==> config.mk <==
export PLATFORM = sky130hd
export DESIGN_NAME = mwrite
export DESIGN_NICKNAME = d
export VERILOG_FILES = /design/src/rtl/mwrite_pkg.sv /design/src/rtl/mwrite_store_align.sv /design/src/rtl/mwrite.sv
export SDC_FILE = /design/constraint.sdc
export NUM_CORES = 1
export LEC_CHECK = 0
export ABC_CLOCK_PERIOD_IN_PS = 4300
export BUFFER_PORTS_ARGS = -buffer_cell sky130_fd_sc_hd__buf_4
export CAP_MARGIN = 0
export CORE_ASPECT_RATIO = 1.5
export CORE_MARGIN = 2
export CORE_UTILIZATION = 30
export DETAILED_ROUTE_END_ITERATION = 8
export GPL_ROUTABILITY_DRIVEN = 0
export SLEW_MARGIN = 0
export SYNTH_ARGS = -nofsm -noshare
export SYNTH_HDL_FRONTEND = slang
export SYNTH_HIERARCHICAL = 1
export SYNTH_SLANG_ARGS = --single-unit
==> constraint.sdc <==
create_clock -name CLK -period 4.3 [get_ports CLK]
set_input_delay 0.86 -clock CLK [delete_from_list [all_inputs] [get_ports CLK]]
set_output_delay 0.86 -clock CLK [all_outputs]
set_load 0.02 [all_outputs]
==> src/rtl/mwrite_pkg.sv <==
// mwrite_pkg: shared types and constants for the memory-write stage.
//   state_t      - FSM state encoding (IDLE / REQ / RESP)
//   STRB_B/H/W   - lane-0-relative byte masks for byte, half and word stores
//   reg_bundle_t - register writeback bundle (valid, destination, data)
package mwrite_pkg;

  typedef enum logic [1:0] {
    ST_IDLE = 2'd0,
    ST_REQ  = 2'd1,
    ST_RESP = 2'd2
  } state_t;

  localparam logic [3:0] STRB_B = 4'b0001;
  localparam logic [3:0] STRB_H = 4'b0011;
  localparam logic [3:0] STRB_W = 4'b1111;

  typedef struct packed {
    logic        valid;
    logic [4:0]  rd;
    logic [31:0] data;
  } reg_bundle_t;

endpackage

==> src/rtl/mwrite_store_align.sv <==
// mwrite_store_align: combinational lane shift of a lane-0-relative store.
// Ports:
//   strb_in  in  4   lane-0-relative byte mask
//   data_in  in  32  lane-0-relative store data
//   off      in  2   byte offset within the word (ADDR[1:0])
//   strb_out out 4   byte mask shifted into its lanes
//   data_out out 32  data shifted into its lanes
//   misalign out 1   store crosses a word boundary or has an empty mask
module mwrite_store_align (
  input  logic [3:0]  strb_in,
  input  logic [31:0] data_in,
  input  logic [1:0]  off,
  output logic [3:0]  strb_out,
  output logic [31:0] data_out,
  output logic        misalign
);

  // Shift in a 7-bit field so bytes pushed past lane 3 remain visible
  // for the boundary-crossing check.
  logic [6:0] strb_wide;

  always_comb begin
    strb_wide = {3'b000, strb_in} << off;
    strb_out  = strb_wide[3:0];
    data_out  = data_in << {off, 3'b000};
    misalign  = (|strb_wide[6:4]) || (strb_in == 4'b0000);
  end

endmodule

==> src/rtl/mwrite.sv <==
// mwrite: memory-write stage. Captures the register and store bundles from
// mread while idle, issues the store over a valid/ready request channel,
// waits for the write response, and emits a one-cycle register writeback.
//
//   state | meaning
//   ------+---------------------------------------------------------
//   IDLE  | accepting inputs; MEMW_WAIT low
//   REQ   | DMEM_W_VALID high, request held until DMEM_W_READY
//   RESP  | DMEM_B_READY high, waiting for DMEM_B_VALID or timeout
//
// Ports:
//   CLK, RST                          clock, synchronous active-high reset
//   MEMR_REG_W_VALID/RD/DATA          register write bundle from mread
//   MEMR_MEM_W_VALID/ADDR/STRB/DATA   store bundle from mread (lane-0-relative)
//   MEMW_WAIT                         inputs not accepted while high
//   DMEM_W_VALID/READY/ADDR/STRB/DATA store request channel
//   DMEM_B_VALID/READY                store response channel
//   MEMW_REG_W_VALID/RD/DATA          register-file write port
//   MEMW_ERR_MISALIGN                 pulse: store dropped (boundary / empty mask)
//   MEMW_ERR_TIMEOUT                  pulse: response did not arrive in time
module mwrite
  import mwrite_pkg::*;
#(
  parameter int TIMEOUT_CYCLES = 256,
  parameter int CNT_W          = 9
) (
  input  logic        CLK,
  input  logic        RST,
  input  logic        MEMR_REG_W_VALID,
  input  logic [4:0]  MEMR_REG_W_RD,
  input  logic [31:0] MEMR_REG_W_DATA,
  input  logic        MEMR_MEM_W_VALID,
  input  logic [31:0] MEMR_MEM_W_ADDR,
  input  logic [3:0]  MEMR_MEM_W_STRB,
  input  logic [31:0] MEMR_MEM_W_DATA,
  output logic        MEMW_WAIT,
  output logic        DMEM_W_VALID,
  input  logic        DMEM_W_READY,
  output logic [31:0] DMEM_W_ADDR,
  output logic [3:0]  DMEM_W_STRB,
  output logic [31:0] DMEM_W_DATA,
  input  logic        DMEM_B_VALID,
  output logic        DMEM_B_READY,
  output logic        MEMW_REG_W_VALID,
  output logic [4:0]  MEMW_REG_W_RD,
  output logic [31:0] MEMW_REG_W_DATA,
  output logic        MEMW_ERR_MISALIGN,
  output logic        MEMW_ERR_TIMEOUT
);

  localparam bit TO_EN = (TIMEOUT_CYCLES > 0);
  localparam int TO_M1 = TO_EN ? TIMEOUT_CYCLES - 1 : 0;
  // Counter holds the number of RESP cycles already spent; the timeout
  // fires in the RESP cycle where this reaches TIMEOUT_CYCLES-1.
  localparam logic [CNT_W-1:0] TO_LAST = TO_M1[CNT_W-1:0];
  localparam logic [CNT_W-1:0] CNT_ONE = {{(CNT_W-1){1'b0}}, 1'b1};

  state_t            state_q, state_d;
  logic [CNT_W-1:0]  cnt_q, cnt_d;
  logic [31:0]       addr_q, addr_d;
  logic [3:0]        strb_q, strb_d;
  logic [31:0]       data_q, data_d;
  reg_bundle_t       wb_q, wb_d;
  logic              err_mis_q, err_mis_d;
  logic              err_to_q, err_to_d;

  logic [3:0]        al_strb;
  logic [31:0]       al_data;
  logic              al_misalign;

  mwrite_store_align u_align (
    .strb_in  (MEMR_MEM_W_STRB),
    .data_in  (MEMR_MEM_W_DATA),
    .off      (MEMR_MEM_W_ADDR[1:0]),
    .strb_out (al_strb),
    .data_out (al_data),
    .misalign (al_misalign)
  );

  always_ff @(posedge CLK) begin
    if (RST) begin
      state_q   <= ST_IDLE;
      cnt_q     <= '0;
      addr_q    <= '0;
      strb_q    <= '0;
      data_q    <= '0;
      wb_q      <= '0;
      err_mis_q <= 1'b0;
      err_to_q  <= 1'b0;
    end else begin
      state_q   <= state_d;
      cnt_q     <= cnt_d;
      addr_q    <= addr_d;
      strb_q    <= strb_d;
      data_q    <= data_d;
      wb_q      <= wb_d;
      err_mis_q <= err_mis_d;
      err_to_q  <= err_to_d;
    end
  end

  always_comb begin
    state_d    = state_q;
    cnt_d      = cnt_q;
    addr_d     = addr_q;
    strb_d     = strb_q;
    data_d     = data_q;
    wb_d       = wb_q;
    wb_d.valid = 1'b0;
    err_mis_d  = 1'b0;
    err_to_d   = 1'b0;

    unique case (state_q)
      ST_IDLE: begin
        // Register writeback is independent of what happens to the store.
        if (MEMR_REG_W_VALID) begin
          wb_d.valid = 1'b1;
          wb_d.rd    = MEMR_REG_W_RD;
          wb_d.data  = MEMR_REG_W_DATA;
        end
        if (MEMR_MEM_W_VALID) begin
          if (al_misalign) begin
            err_mis_d = 1'b1;
          end else begin
            state_d = ST_REQ;
            addr_d  = {MEMR_MEM_W_ADDR[31:2], 2'b00};
            strb_d  = al_strb;
            data_d  = al_data;
          end
        end
      end
      ST_REQ: begin
        if (DMEM_W_READY) begin
          state_d = ST_RESP;
          cnt_d   = '0;
        end
      end
      ST_RESP: begin
        if (DMEM_B_VALID) begin
          state_d = ST_IDLE;
        end else if (TO_EN && (cnt_q == TO_LAST)) begin
          state_d  = ST_IDLE;
          err_to_d = 1'b1;
        end else begin
          cnt_d = cnt_q + CNT_ONE;
        end
      end
      default: state_d = ST_IDLE;
    endcase
  end

  assign MEMW_WAIT         = (state_q != ST_IDLE);
  assign DMEM_W_VALID      = (state_q == ST_REQ);
  assign DMEM_B_READY      = (state_q == ST_RESP);
  assign DMEM_W_ADDR       = addr_q;
  assign DMEM_W_STRB       = strb_q;
  assign DMEM_W_DATA       = data_q;
  assign MEMW_REG_W_VALID  = wb_q.valid;
  assign MEMW_REG_W_RD     = wb_q.rd;
  assign MEMW_REG_W_DATA   = wb_q.data;
  assign MEMW_ERR_MISALIGN = err_mis_q;
  assign MEMW_ERR_TIMEOUT  = err_to_q;

endmodule

==> summary.md <==
| Metric | Value |
|---|---|
| Status | `complete, no violations` |
| Resized cells post-CTS | `0` |
| Critical path's largest stage delay | `0.57 ns` |
| Seq pwr share | `0.369` |
| Wirelength per Cell | `14.59 um` |
| Pwr Density | `434.9 nW/um2` |
| Cells after Synth | `567` |
| Critical Path Fanout Max | `66` |
| TritonCTS clock tree | `yes` |
| Synth Cell Area | `4922 um2` |
| RSZ-0062 raised after global routing | `no` |
| Placeable core region | `16,120 um2` |
| Ys Warns | `6` |
| Tot GR Track Use | `0.1642` |
| Worst hold slack | `0.4551 ns` |
| Top post-synthesis cells by area | `dfxtp_1, mux2i_1, nand2_1` |
| Max Cap Violations | `0` |
| Synth area leader | `dfxtp_1` |
| Final Hold Fails | `0` |
| Min-Delay Path Depth | `2` |
| CTS buffer count | `17` |
| Internal reg-to-reg setup slack | `2.05 ns` |
| H-tree depth | `4` |
| Root Buffer | `clkbuf_16` |
| Port Buf Inserts | `219` |
| Tcrit/Tclk final | `0.5794` |
| R2R cell count | `7` |
| Combinational power share | `0.141` |
| R2r endpoint | `cnt_q[8]$_SDFFE_PP0P_` |
| Total number of vias | `4,472` |
| Final worst setup slack | `1.809 ns` |
| 1st-iter DRT viols | `192` |
| Main combinational cell family by area after synthesis | `simple AND/OR/NAND/NOR gates` |
| Switching share of total power | `0.2624` |
| Initial antenna violation count | `0` |
| Worst EP arrival | `2.82 ns` |
| Layout area overhead | `47.81%` |
| # DRC | `0` |
| Max_slew headroom | `0.3522` |
| Quantity of hold-fixing buffers added after cts | `0` |
| Pleak | `3.265 nW` |
| Largest net degree at the start of global routing | `97` |
| Critical path cell sequence | `buf_4 -> or4_1 -> o211ai_1 -> or4b_2 -> buf_4 -> nand2_1 -> a21oi_1` |
| Clock Power Share | `0.490` |
| DRT antenna net count | `0` |
| Simple-gate share of the synthesized area | `0.2044` |
| Clock Tree Buf Depth | `2` |
| GRT Residual Overflow | `0` |
| CTS clock-pin slew for the worst setup and hold paths | `0.06 ns` |
| Crit. End Element | `register` |
| Die area | `17,470 um2` |
| Sw power | `0.8301 mW` |
| Worst Setup EP | `DMEM_W_DATA[9]$_SDFFE_PP0P_` |
| DR vias/cell | `4.554` |
| Crit start category | `primary input` |
| CP max stage cell | `buf_4` |
| # rows | `57` |
| Final Critical Period | `2.491 ns` |
| Setup CP Type | `primary input to register` |
| Die W | `108.6 um` |
| Setup violators final | `0` |
| Post-CTS setup buffer count | `0` |
| Adder-cell area share of the yosys netlist | `0.005084` |
| CP required | `4.62 ns` |
| Crit-path most repeated cell | `buf_4` |
| Final TNS setup | `0 ns` |
| Internal cell power | `2.334 mW` |
| Clock Latency Late Sink | `0.41 ns` |
| Register area share after synthesis | `0.4759` |
| Worst Tran Pin Value | `0.9717 ns` |
| Clk sinks | `117` |
| Most common cell after layout, fill and taps aside | `buf_4` |
| Post-Place Cells | `950` |
| Fin area | `7276 um2` |
| Fin util | `0.4514` |
| Number of global-route vias before repair | `4,313` |
| Max Slew Vio Count | `0` |
| DRT Pass-1 Iters | `4` |
| Mapped Avg Cell Area | `8.681 um2` |
| Reg-to-reg startpoint | `cnt_q[0]$_SDFFE_PP0P_` |
| Most frequent cells in the layout | `buf_4, nand2_1, dfxtp_1` |
| First-pass GRT wire length | `22.40 mm` |
| Fin nets | `876` |
| Pre-CTS WS | `1.428 ns` |
| Crit. Startpoint | `MEMR_MEM_W_STRB[0]` |
| Netlist cell types | `37` |
| Yosys reg bits | `117` |
| Compound-Gate Fraction of Synth Area | `0.1017` |
| I/O pin count | `222` |
| Dpl cell area | `6629 um2` |
| Total power | `3.164 mW` |
| Non-filler cells, final | `982` |
| Peak Freq | `0.4014 GHz` |
| Post-Route WL | `14.33 mm` |
| Clock Skew | `0.01217 ns` |
| Post-synthesis xor/xnor area fraction | `0.001779` |
| Tightest Hold Check Type | `register to register` |
| Hpwl dp | `9.965 mm` |
| Ant. Diodes | `0` |
| Synth top area share | `0.4759` |
| Initial core utilization | `0.3054` |
| Multiplexer area fraction after synthesis | `0.1586` |
| Proportion of layout cells with a drive suffix above 1 | `0.3441` |
| Die height | `160.9 um` |
| Peak VDD IR | `0.2020 mV` |
==> Yosys cell counts <==
| cell type | number |
|---|---|
| nand2_1 | 135 |
| dfxtp_1 | 117 |
| mux2i_1 | 78 |
| a21oi_1 | 74 |
| nor2_1 | 49 |
| clkbuf_1 | 21 |
| buf_2 | 17 |
| and2_1 | 9 |
| o2bb2ai_1 | 8 |
| nand3_1 | 6 |
| nand3b_1 | 6 |
| buf_4 | 5 |
| or3b_2 | 5 |
| inv_1 | 4 |
| nor2b_1 | 4 |
| a211oi_1 | 3 |
| buf_6 | 3 |
| or4b_1 | 3 |
| ha_1 | 2 |
| a21boi_0 | 1 |
| and2_2 | 1 |
| and3_1 | 1 |
| and4b_1 | 1 |
| clkbuf_2 | 1 |
| conb_1 | 1 |
| nand2b_1 | 1 |
| nand4_1 | 1 |
| nor2_4 | 1 |
| nor3b_1 | 1 |
| nor4b_1 | 1 |
| o211ai_1 | 1 |
| o21ai_0 | 1 |
| o221a_2 | 1 |
| o22ai_1 | 1 |
| or4_1 | 1 |
| or4b_4 | 1 |
| xnor2_1 | 1 |
==> logic make-up after synthesis <==
family                     Yosys count
AOI/OAI and AO/OA                   90
xor gates and xnor gates             1
adders and majority gates            2
buffers and inverters               51
DFF                                117
muxes                               78
other                                1
and+or+nand+nor                    227
==> cell type report <==
type / instances / area [um2]
clock buffers: 17 / 425.4
flip-flops and latches: 117 / 2342
clock inverters: 15 / 221.5
well taps: 206 / 257.7
repair buffers: 223 / 1674
fillers: 1650 / 8842
inverters: 4 / 15.01
multi-input cells: 400 / 2340
==> flip-flops by register name, summed over array words and instances, names as in the netlist <==
name and count:
MEMW_REG_W_RD 5, DMEM_W_STRB 4, MEMW_ERR_MISALIGN 1, DMEM_W_ADDR 30, MEMW_REG_W_VALID 1, DMEM_W_DATA 32
MEMW_REG_W_DATA 32, cnt_q 9, state_q 2, MEMW_ERR_TIMEOUT 1
==> layer usage <==
| metal | vias up | part of all wire | GRT usage |
|---|---|---|---|
| met5 | - | 0 | 0 |
| met4 | 0 | 0.023 | 0.06643 |
| met3 | 19 | 0.071 | 0.05073 |
| met2 | 147 | 0.50 | 0.2795 |
| met1 | 2014 | 0.41 | 0.1887 |
| li1 | 2292 | - | - |
==> worst min-delay path by stage <==
stage | startpoint | to
detailed placement | DMEM_W_DATA[6]$_SDFFE_PP0P_ | DMEM_W_DATA[6]$_SDFFE_PP0P_
global placement | DMEM_W_ADDR[15]$_SDFFE_PP0P_ | DMEM_W_ADDR[15]$_SDFFE_PP0P_
floorplan | cnt_q[8]$_SDFFE_PP0P_ | cnt_q[8]$_SDFFE_PP0P_
finish | DMEM_W_DATA[16]$_SDFFE_PP0P_ | DMEM_W_DATA[16]$_SDFFE_PP0P_
global route | DMEM_W_ADDR[6]$_SDFFE_PP0P_ | DMEM_W_ADDR[6]$_SDFFE_PP0P_
CTS | DMEM_W_DATA[6]$_SDFFE_PP0P_ | DMEM_W_DATA[6]$_SDFFE_PP0P_
==> critical path, delay by kind of cell <==
family | cells | cell delay, ns
AND/OR/NAND/NOR | 3 | 0.85
buffers and inverters | 2 | 0.70
AO/OA/AOI/OAI | 2 | 0.36
==> power by group through the flow <==
| stage | Combinational (mW) | Sequential [mW] | Clock, mW |
|---|---|---|---|
| 2_1_floorplan | 0.190 | 1.25 | 0 |
| 3_3_place_gp | 0.450 | 1.19 | 0 |
| 3_5_place_dp | 0.452 | 1.19 | 0 |
| 4_1_cts | 0.453 | 1.17 | 1.59 |
| 5_1_grt | 0.487 | 1.17 | 1.64 |
| 6_report | 0.446 | 1.17 | 1.55 |
(Power assumes the default switching activity.)
